### config.mk
export PLATFORM = sky130hd
export DESIGN_NAME = vram_arbiter
export DESIGN_NICKNAME = d
export VERILOG_FILES = /design/src/rtl/vram_arbiter.sv
export SDC_FILE = /design/constraint.sdc
export NUM_CORES = 1
export LEC_CHECK = 0
export BUFFER_PORTS_ARGS = -buffer_cell sky130_fd_sc_hd__buf_2
export CORE_UTILIZATION = 40
export DETAILED_ROUTE_END_ITERATION = 10
export GPL_TIMING_DRIVEN = 1
export PLACE_DENSITY = 0.73
export SLEW_MARGIN = 20
export SYNTH_ARGS = -nofsm -noshare
export SYNTH_HDL_FRONTEND = slang
export SYNTH_SLANG_ARGS = --single-unit
### constraint.sdc
create_clock -name clk_core -period 3.3 [get_ports clk_core]
set_clock_uncertainty 0.1 [all_clocks]
set_input_delay 0.66 -clock clk_core [delete_from_list [all_inputs] [get_ports clk_core]]
set_output_delay 0.66 -clock clk_core [all_outputs]
set_load 0.02 [all_outputs]
### src/rtl/vram_arbiter.sv
// Two-port VRAM arbiter: display reads take priority over host reads/writes
// with a starvation bound, and read returns are routed through an in-order tag FIFO.
module vram_arbiter #(
  parameter int AWIDTH     = 19,
  parameter int PWIDTH     = 8,
  parameter int TAGDEPTH   = 4,
  parameter int STARVE_MAX = 8
) (
  input  logic              clk_core,
  input  logic              rst_core_n,
  input  logic              d_rd,
  input  logic [AWIDTH-1:0] d_addr,
  output logic              d_busy,
  output logic [PWIDTH-1:0] d_data,
  output logic              d_vld,
  input  logic              h_req,
  input  logic              h_we,
  input  logic [AWIDTH-1:0] h_addr,
  input  logic [PWIDTH-1:0] h_wdata,
  output logic              h_ack,
  output logic [PWIDTH-1:0] h_rdata,
  output logic              h_rvld,
  output logic              mem_req,
  output logic              mem_we,
  output logic [AWIDTH-1:0] mem_addr,
  output logic [PWIDTH-1:0] mem_wdata,
  input  logic              mem_ready,
  input  logic [PWIDTH-1:0] mem_rdata,
  input  logic              mem_rvld,
  output logic              err_orphan
);

  localparam int PW = $clog2(TAGDEPTH);
  localparam int CW = PW + 1;
  localparam int SW = $clog2(STARVE_MAX + 1);

  logic [TAGDEPTH-1:0] tags;
  logic [PW-1:0]       wr_ptr, rd_ptr;
  logic [CW-1:0]       count;
  logic [SW-1:0]       starve;

  logic full, empty, pop, pop_tag, fifo_ok;
  logic d_elig, h_elig, d_win, h_win;
  logic xfer_d, xfer_h, push;

  always_comb begin
    full    = (count == CW'(TAGDEPTH));
    empty   = (count == '0);
    pop     = mem_rvld && !empty;
    pop_tag = tags[rd_ptr];
    // A full FIFO can still take a tag when a return frees a slot this cycle.
    fifo_ok = !full || mem_rvld;

    d_elig = rst_core_n && d_rd && fifo_ok;
    h_elig = rst_core_n && h_req && (h_we || fifo_ok);
    h_win  = h_elig && (!d_elig || (starve == SW'(STARVE_MAX)));
    d_win  = d_elig && !h_win;

    mem_req   = d_elig || h_elig;
    mem_we    = h_win && h_we;
    mem_addr  = h_win ? h_addr : d_addr;
    mem_wdata = h_win ? h_wdata : '0;

    xfer_d = d_win && mem_ready;
    xfer_h = h_win && mem_ready;
    push   = xfer_d || (xfer_h && !h_we);

    h_ack  = xfer_h;
    d_busy = !xfer_d;
  end

  always_ff @(posedge clk_core or negedge rst_core_n) begin
    if (!rst_core_n) begin
      tags       <= '0;
      wr_ptr     <= '0;
      rd_ptr     <= '0;
      count      <= '0;
      starve     <= '0;
      err_orphan <= 1'b0;
      d_vld      <= 1'b0;
      h_rvld     <= 1'b0;
      d_data     <= '0;
      h_rdata    <= '0;
    end else begin
      if (push) begin
        tags[wr_ptr] <= xfer_h;
        wr_ptr       <= wr_ptr + PW'(1);
      end
      if (pop) rd_ptr <= rd_ptr + PW'(1);
      if (push && !pop)      count <= count + CW'(1);
      else if (pop && !push) count <= count - CW'(1);

      if (!h_req || xfer_h)                                starve <= '0;
      else if (xfer_d && (starve != SW'(STARVE_MAX)))      starve <= starve + SW'(1);

      d_vld  <= pop && !pop_tag;
      h_rvld <= pop && pop_tag;
      if (pop && !pop_tag) d_data  <= mem_rdata;
      if (pop && pop_tag)  h_rdata <= mem_rdata;

      if (mem_rvld && empty) err_orphan <= 1'b1;
    end
  end

endmodule

# [Word-level counts from Yosys, hierarchy flattened]
# Cells that the tools add are included.
[totals] output_inout_bits=50 register_bits=34
[op_classes] n_lt_le_gt_ge=3 n_eq_ne=3 n_addsub=5 muxes=11 n_reduce_logical=37
[ops] cell="2-to-1 mux 19 bit" n=1
[ops] cell="logical AND 1 bit" n=18
[ops] cell="logical NOT 1 bit" n=10
[ops] cell="2-to-1 mux 4 bit" n=2
[ops] cell="2-to-1 mux 8 bit" n=1
[ops] cell="logical OR 1 bit" n=6
[ops] cell="< comparator 2 x 3 -> 1 bit, second input constant" n=2
[ops] cell="2-to-1 mux 3 bit" n=2
[ops] cell="adder 2 x 1 -> 2 bit, second input constant" n=2
[ops] cell="adder 4 x 1 -> 4 bit, second input constant" n=1
[ops] cell="bitwise mux 4 bit" n=1
[ops] cell="== test 4 bit, second input constant" n=1
[ops] cell="inequality test 4 bit, second input constant" n=1
[ops] cell="nonzero test 2 bit" n=2
[ops] cell="adder 3 x 1 -> 3 bit, second input constant" n=1
[ops] cell="== test 3 bit, second input constant" n=1
[ops] cell="logical NOT 3 bit" n=1
[ops] cell="subtractor 3 x 1 -> 3 bit, second input constant" n=1
[ops] cell="binary-select mux 1 bit (select 2 bit)" n=1
[ops] cell="demux 1 bit (select 2 bit)" n=1
[ops] cell=">= comparator 2 x 1 -> 1 bit, second input constant" n=1
[ops] cell="2-to-1 mux 1 bit" n=2

# [Logic depth before layout (Yosys ltp)]
# Gate-level depths: netlist (run 1).
[logic_depth] word_depth=15 depth_mapped=11

# [Worst setup path after synthesis (run 1)]
# Ideal clock, no wire load.
[synth_timing] kind="in2out" start="in mem_rvld" end="out d_busy" t_required_ns=2.540 slack_ns=0.568 arrival_ns=1.972 stages=4 n_path_buf=0 path_cell_list="or4b_4 > o211ai_4 > nor2_4 > or4_1"
[synth_between] elab_chain_cells=9 elab_cells_between_ends=11 cone_classes="11 x reduce/logical"
[synth_rtl] element="start, declared" line="29" text="input logic mem_rvld,"
[synth_rtl] element="logical OR 1 bit *" line="52" text="fifo_ok = !full || mem_rvld;"
[synth_rtl] element="logical AND 1 bit" line="54" text="d_elig = rst_core_n && d_rd && fifo_ok;"
[synth_rtl] element="logical NOT 1 bit" line="56" text="h_win = h_elig && (!d_elig || (starve == SW'(STARVE_MAX)));"
[synth_rtl] element="logical OR 1 bit" line="56"
[synth_rtl] element="logical AND 1 bit" line="56"
[synth_rtl] element="logical NOT 1 bit" line="57" text="d_win = d_elig && !h_win;"
[synth_rtl] element="logical AND 1 bit *" line="57"
[synth_rtl] element="logical AND 1 bit *" line="64" text="xfer_d = d_win && mem_ready;"
[synth_rtl] element="logical NOT 1 bit *" line="69" text="d_busy = !xfer_d;"
[synth_rtl] element="end, declared" line="13" text="output logic d_busy,"
# Every way passes the cells marked *; elsewhere a longest branch is shown, timed or not.

# [Worst setup path in the final report (run 1)]
[layout_timing] start="reg count[0]" end="out mem_addr[14]"
[layout_between] elab_chain_cells=8 elab_cells_between_ends=10 cone_classes="1 x eq/ne; 1 x mux; 8 x reduce/logical"
[layout_rtl] element="start, declared" line="39" text="logic [CW-1:0] count;"
[layout_rtl] element="start signal, assigned" line="90" text="if (push && !pop) count <= count + CW'(1);"
[layout_rtl] element="start signal, assigned" line="91" text="else if (pop && !push) count <= count - CW'(1);"
[layout_rtl] element="== test 3 bit *" line="47" text="full = (count == CW'(TAGDEPTH));"
[layout_rtl] element="logical NOT 1 bit *" line="52"
[layout_rtl] element="logical OR 1 bit *" line="52"
[layout_rtl] element="logical AND 1 bit" line="54"
[layout_rtl] element="logical NOT 1 bit" line="56"
[layout_rtl] element="logical OR 1 bit" line="56"
[layout_rtl] element="logical AND 1 bit *" line="56"
[layout_rtl] element="2-to-1 mux 19 bit *" line="61" text="mem_addr = h_win ? h_addr : d_addr;"
[layout_rtl] element="end, declared" line="25" text="output logic [AWIDTH-1:0] mem_addr,"
# Marks and branches as above.

==> results of run 1 <==
==> layout make-up <==
type                            instances  area, µm²  share of cell area
Sequential cell                        34        851               0.311
Inverter                                8       30.0              0.0110
Multi-Input combinational cell        111       1080               0.393
Clock inverter                          1       5.00             0.00183
Clock buffer                            7       86.3              0.0315
Tap cell                               67       83.8              0.0306
Timing Repair Buffer                  114        606               0.221
==> power groups by stage <==
stage	Combinational (mW)	Sequential, mW	Clock [mW]
floorplan	0.453	0.861	0
global placement	0.849	0.720	0
detailed placement	0.871	0.732	0
CTS	0.874	0.724	0.322
global route	0.938	0.745	0.340
finish	0.864	0.719	0.308
==> flip-flops by register name, indices dropped and copies added, names as in the netlist, 2 cells and up <==
name     flops
tags         4
starve       4
wr_ptr       2
count        3
h_rdata      8
d_data       8
rd_ptr       2
==> worst reg2reg max path, cell delays in order, from the launching register on <==
cell and delay (ns):
dfrtp_1 0.37, inv_1 0.08, ha_1 0.19, and3b_1 0.22, a311o_1 0.42, a21oi_1 0.36, ha_1 0.26, inv_1 0.07
fa_1 0.39, xor2_1 0.15, nor2_1 0.11, xor2_1 0.14
==> worst paths after layout <==
path,slack [ns],cells past startpoint,endpoint,from
setup / recovery,0.15,6,mem_addr[14],count[0]
hold / removal,0.09,1,starve[3],rst_core_n
setup reg to reg,0.36,11,count[2],starve[0]
hold reg to reg,0.36,1,err_orphan,err_orphan
max in group asynchronous,2.28,3,wr_ptr[0],rst_core_n
min in group clk_core,0.36,1,err_orphan,err_orphan
==> kinds of logic (layout without fill, tap and decap cells) <==
| family | Yosys count | after routing | share of synthesized area |
|---|---|---|---|
| AND/OR/NAND/NOR | 40 | 41 | 0.128 |
| multiplexers | 42 | 42 | 0.277 |
| XOR/XNOR | 8 | 8 | 0.0354 |
| flip-flops | 34 | 34 | 0.430 |
| buffers and inverters | 12 | 130 | 0.0303 |
| AO/OA/AOI/OAI | 12 | 12 | 0.0455 |
| adder cells (fa/ha/maj) | 8 | 8 | 0.0543 |
==> metrics by stage <==
stage          power (mW)  worst slack, ns  utilization
4_1_cts              1.92           0.0577        0.574
2_1_floorplan        1.31            0.568            -
6_report             1.89            0.150        0.576
3_3_place_gp         1.57            0.160        0.555
3_5_place_dp         1.60            0.100        0.555
5_1_grt              2.02           0.0273        0.576
==> cell usage in the layout (no fill, tap or decap), types with 2 or more instances in the layout <==
cell type    n
a21oi_1      6
and2_1       9
buf_12       2
buf_2      110
buf_4        2
clkbuf_8     6
dfrtp_1     34
ha_1         7
inv_1        8
mux2_2      24
mux2_4      17
nand2_1     10
nand3_1      3
nand4b_1     2
nor2_1       3
nor2_2       2
nor3_1       3
or4_1        2
xnor2_1      6
xor2_1       2
==> layer usage <==
metal | share of wire | routed length [µm] | vias to the layer above | global-route usage
met5 | 0 | 0 | - | 0
met4 | 0.0084 | 37 | 0 | 0.0632
met3 | 0.045 | 200 | 2 | 0.0486
met2 | 0.51 | 2270 | 37 | 0.282
met1 | 0.43 | 1920 | 749 | 0.211
li1 | - | - | 783 | -
==> summary.txt, run 1 <==
Timing
  – WHS: 0.0880 ns
  – Final number of setup-violating endpoints: 0
  – Slew HR: 0.677
  – Tmin final: about 3.1 ns
  – Final Hold Vio Count: 0
  – Final Cycle Share: 0.954
  – Fmax: 317 MHz
  – Unrepaired setup endpoints after global routing: no
  – Setup_tns: 0 ns
  – Least-Margin Pin Slew: 0.482 ns
  – Final Max Tran Viols: 0

Status
  – Outcome: complete, no violations

Floorplan
  – DIE AREA: 5240 µm²
  – Count of standard-cell rows: 25
  – Starting Density: 0.417
  – Core Region: 4750 µm²
  – Chip height: 72.4 µm
  – Die width: 72.4 µm
  – Io pins: about 110

Clocking
  – Post-CTS setup buffers: 0
  – Cts repair resizes: 0
  – TritonCTS clock tree: built
  – Post-cts hold buffer count: 0
  – Clock root buffer: clkbuf_8
  – Clk pin slew, worst setup/hold paths: 0.07 ns
  – Sink Count: 34
  – CTS max path bufs: 2
  – Clock latency on the worst-skew pair: 0.28 ns
  – CTS Buf Count: 5
  – H-tree depth: 2

Synth
  – Post-synthesis sequential area ratio: 0.430
  – Gate Count Post-Synth: 156
  – Net Count, Synth: 225
  – Yosys top cell by area: dfrtp_1
  – Most common cell in the synthesized netlist: dfrtp_1
  – Unique cell type count in the Yosys netlist: 33
  – Warning count from the yosys run: 0
  – #FFs+latches synth: 34
  – Fraction of registers with async set/reset: 1.00
  – Post-synth EDFFs: 0
  – Top cell type's share of synthesized area: 0.430
  – Synthesized area: 1980 µm²
  – Post-synth top cells: dfrtp_1, mux2_2, mux2_4
  – Syn avg cell area: 12.7 µm²
  – Synth top area cells: dfrtp_1, mux2_2, mux2_4
  – Dominant synthesized flop cell: dfrtp_1

Power and ir drop
  – P_sw: 710 µW
  – Pint: 1.18 mW
  – Clk pwr share: 0.163
  – Pwr dens: 691 nW/µm²
  – Comb pwr share: 0.457
  – Switch share: 0.375
  – Flop pwr share: 0.380
  – Peak supply drop: 0.468 mV
  – Leak pwr: 1.40 nW

Global routing
  – Number of global-route vias before repair: 1,525
  – Initial antenna violation count: 0
  – Global-route wire length before repair: 6800 µm
  – Pin count of the biggest net entering global routing: 27
  – GRT Total Usage: 0.170
  – Grt total ovfl: 0

Critical path
  – Max stage delay on crit path: 0.58 ns
  – Crit-path cells: or4b_4 -> o211ai_4 -> nor2_4 -> buf_12 -> mux2_4 -> buf_2
  – CP Data Arrival Time: 2.39 ns
  – Setup crit start kind: flip-flop
  – CP Capture Type: primary output
  – CP Buf/Inv Count: 2
  – CP max FO: 10
  – Setup CP Type: flip-flop to primary output
  – Worst EP required: 2.54 ns
  – Critical path's slowest cell: or4b_4
  – Largest delay share family, worst path: simple AND/OR/NAND/NOR gates

Route
  – Wire per inst: 12.9 µm
  – Via count: 1,571
  – TritonRoute pass-1 iters: 4
  – DRC: 0
  – Vias per inst: approximately 4.6
  – Post-DRT Antenna Nets: 0
  – Total Wirelength: 4430 µm
  – Drt initial violations: 79

Final layout
  – Area grow syn2layout: 38.2%
  – Design area: around 2700 µm²
  – Layout fillers: 431
  – Antenna diodes: 0
  – Share of cells above drive strength 1: 0.618
  – Final non-filler cell total: approximately 340
  – Total Nets Final: 343

Placed design
  – Placed insts: 333
  – Cell area after placement: between 2000 and 3000 µm²
  – # port buffers: 110
  – Routability congestion estimate: 0.838
  – HPWL after detailed placement: around 3500 µm

Job
  – Max_cap viols: 0

Min path
  – HP Class: input pin to asynchronous set/reset pin
No activity file was read; power rests on OpenSTA's default activity.
==> inputs of run 2 (changes only) <==
PLACE_DENSITY = 0.69   (was 0.73)
==> run 2 against run 1 <==
Routed wire length down 2.6%. Total power down 0.47%. Die area unchanged. Worst hold slack better by 0.038 ns. Worst setup slack better by 0.055 ns. Non-clock buffer count down 1. Sequential share of layout area up 0.30 points. Cell count down 0.58%. Clock power about the same. Count of clock-buffer cells in the layout unchanged.
==> summary.txt, run 2 (synthesized netlist as in run 1, its figures left out) <==
Floorplan
  – Core Region: 4750 µm² (unchanged)
  – Count of standard-cell rows: 25 (unchanged)
  – Chip height: 72.4 µm (unchanged)
  – DIE AREA: 5240 µm² (unchanged)
  – Starting Density: 0.417 (unchanged)
  – Die width: 72.4 µm (unchanged)
  – Io pins: 111 (unchanged)

Global routing
  – GRT Total Usage: 0.169 (was 0.170)
  – Pin count of the biggest net entering global routing: 31 (was 27)
  – Global-route wire length before repair: 6880 µm (was 6800 µm)
  – Initial antenna violation count: 0 (unchanged)
  – Grt total ovfl: 0 (unchanged)
  – Number of global-route vias before repair: 1,625 (was 1,525)

Route
  – Vias per inst: 4.74 (was 4.59)
  – Via count: 1,610 (was 1,571)
  – Wire per inst: 12.7 µm (was 12.9 µm)
  – DRC: 0 (unchanged)
  – TritonRoute pass-1 iters: 4 (unchanged)
  – Total Wirelength: 4310 µm (was 4430 µm)
  – Post-DRT Antenna Nets: 0 (unchanged)
  – Drt initial violations: 35 (was 79)

Timing
  – Final Cycle Share: 0.938 (was 0.954)
  – Slew HR: 0.691 (was 0.677)
  – Final Hold Vio Count: 0 (unchanged)
  – Final number of setup-violating endpoints: 0 (unchanged)
  – Final Max Tran Viols: 0 (unchanged)
  – Tmin final: 3.09 ns (was 3.15 ns)
  – Fmax: 323 MHz (was 317 MHz)
  – Unrepaired setup endpoints after global routing: no (unchanged)
  – Setup_tns: 0 ns (unchanged)
  – Least-Margin Pin Slew: 0.463 ns (was 0.482 ns)

Critical path
  – Setup CP Type: flip-flop to primary output (unchanged)
  – CP max FO: 11 (was 10)
  – Crit-path cells: nor4b_4 -> nor3_2 -> nor2_4 -> buf_4 -> mux2_2 -> buf_2 (was or4b_4 -> o211ai_4 -> nor2_4 -> buf_12 -> mux2_4 -> buf_2)
  – Max stage delay on crit path: 0.48 ns (was 0.58 ns)
  – CP Capture Type: primary output (unchanged)
  – CP Data Arrival Time: 2.33 ns (was 2.39 ns)
  – Critical path's slowest cell: nor4b_4 (was or4b_4)
  – Setup crit start kind: flip-flop (unchanged)
  – Worst EP required: 2.54 ns (about the same)

Placed design
  – # port buffers: 110 (unchanged)
  – Cell area after placement: 2620 µm² (was 2640 µm²)
  – Routability congestion estimate: 0.771 (was 0.838)
  – HPWL after detailed placement: 3450 µm (was 3510 µm)
  – Placed insts: 332 (was 333)

Clocking
  – H-tree depth: 2 (unchanged)
  – Clock root buffer: clkbuf_8 (unchanged)
  – CTS Buf Count: 5 (unchanged)
  – CTS max path bufs: 2 (unchanged)
  – Post-CTS setup buffers: 0 (unchanged)
  – Clock latency on the worst-skew pair: 0.28 ns (about the same)
  – Sink Count: 34 (unchanged)
  – TritonCTS clock tree: built (unchanged)
  – Clk pin slew, worst setup/hold paths: 0.06 ns (was 0.07 ns)
  – Post-cts hold buffer count: 0 (unchanged)
  – Cts repair resizes: 0 (unchanged)

Min path
  – HP Class: input pin to asynchronous set/reset pin (unchanged)

Final layout
  – Final non-filler cell total: 340 (was 342)
  – Top Registers: d_data (8), h_rdata (8) (unchanged)
  – Commonest non-fill, non-tap cell in the layout: buf_2 (unchanged)
  – Total Nets Final: 341 (was 343)
  – Design area: 2710 µm² (was 2740 µm²)
  – Share of cells above drive strength 1: 0.615 (was 0.618)
  – Most frequent cells in the layout: buf_2, dfrtp_1, mux2_2 (unchanged)
  – Final Core Density: 0.570 (was 0.576)
  – Antenna diodes: 0 (unchanged)
  – Area grow syn2layout: 36.9% (was 38.2%)

Power and ir drop
  – Pwr dens: 694 nW/µm² (was 691 nW/µm²)
  – Pwr Total: 1.88 mW (was 1.89 mW)
  – Peak supply drop: 0.575 mV (was 0.468 mV)
  – Leak pwr: 1.39 nW (was 1.40 nW)

Job
  – Max_cap viols: 0 (unchanged)

Status
  – Outcome: complete, no violations (unchanged)
[run 2: critical path: cells and delay by family, from the launching register on]
family        cells  cell delay, ns
buf+inv           2            0.37
mux               1            0.33
simple gates      3            0.90
flops             1            0.46
[run 2: final timing paths]
path                            startpoint            to  slack [ns]  cells after the start
worst max-delay path              count[1]  mem_addr[13]        0.21                      6
worst min-delay path            rst_core_n      count[2]        0.13                      1
worst max register to register   starve[0]      count[2]        0.43                     11
worst min register to register  err_orphan    err_orphan        0.35                      1
max in group asynchronous       rst_core_n       tags[0]        2.35                      2
min in group clk_core           err_orphan    err_orphan        0.35                      1
[run 2: per-stage QoR]
| stage | hold WS (ns) | worst slack, ns |
|---|---|---|
| after floorplan | 0.264 | 0.568 |
| after global placement | 0.338 | 0.237 |
| after detailed placement | 0.343 | 0.226 |
| after CTS | 0.123 | 0.186 |
| after global routing | 0.115 | 0.0537 |
| final | 0.126 | 0.205 |
[run 2: final cells by class]
cell class | count | area (µm²)
inverters | 8 | 30.0
well taps | 67 | 83.8
repair buffers | 113 | 586
fillers | 435 | 2040
clock buffers | 7 | 86.3
clock inverters | 1 | 5.00
multi-input cells | 110 | 1070
flip-flops and latches | 34 | 851
[run 2: layer usage]
layer  global-route usage  up-vias  routed length, µm
met5                    0        -                  0
met4               0.0392        0                 21
met3               0.0528        4                408
met2                0.313       83               2090
met1                0.188      742               1790
li1                     -      781                  -
[run 2: where the power goes]
| part | total [mW] | internal, mW | switching (mW) |
|---|---|---|---|
| Sequential | 0.721 | 0.601 | 0.120 |
| Clock | 0.311 | 0.168 | 0.143 |
| Combinational | 0.851 | 0.405 | 0.446 |
| Total | 1.88 | 1.17 | 0.708 |
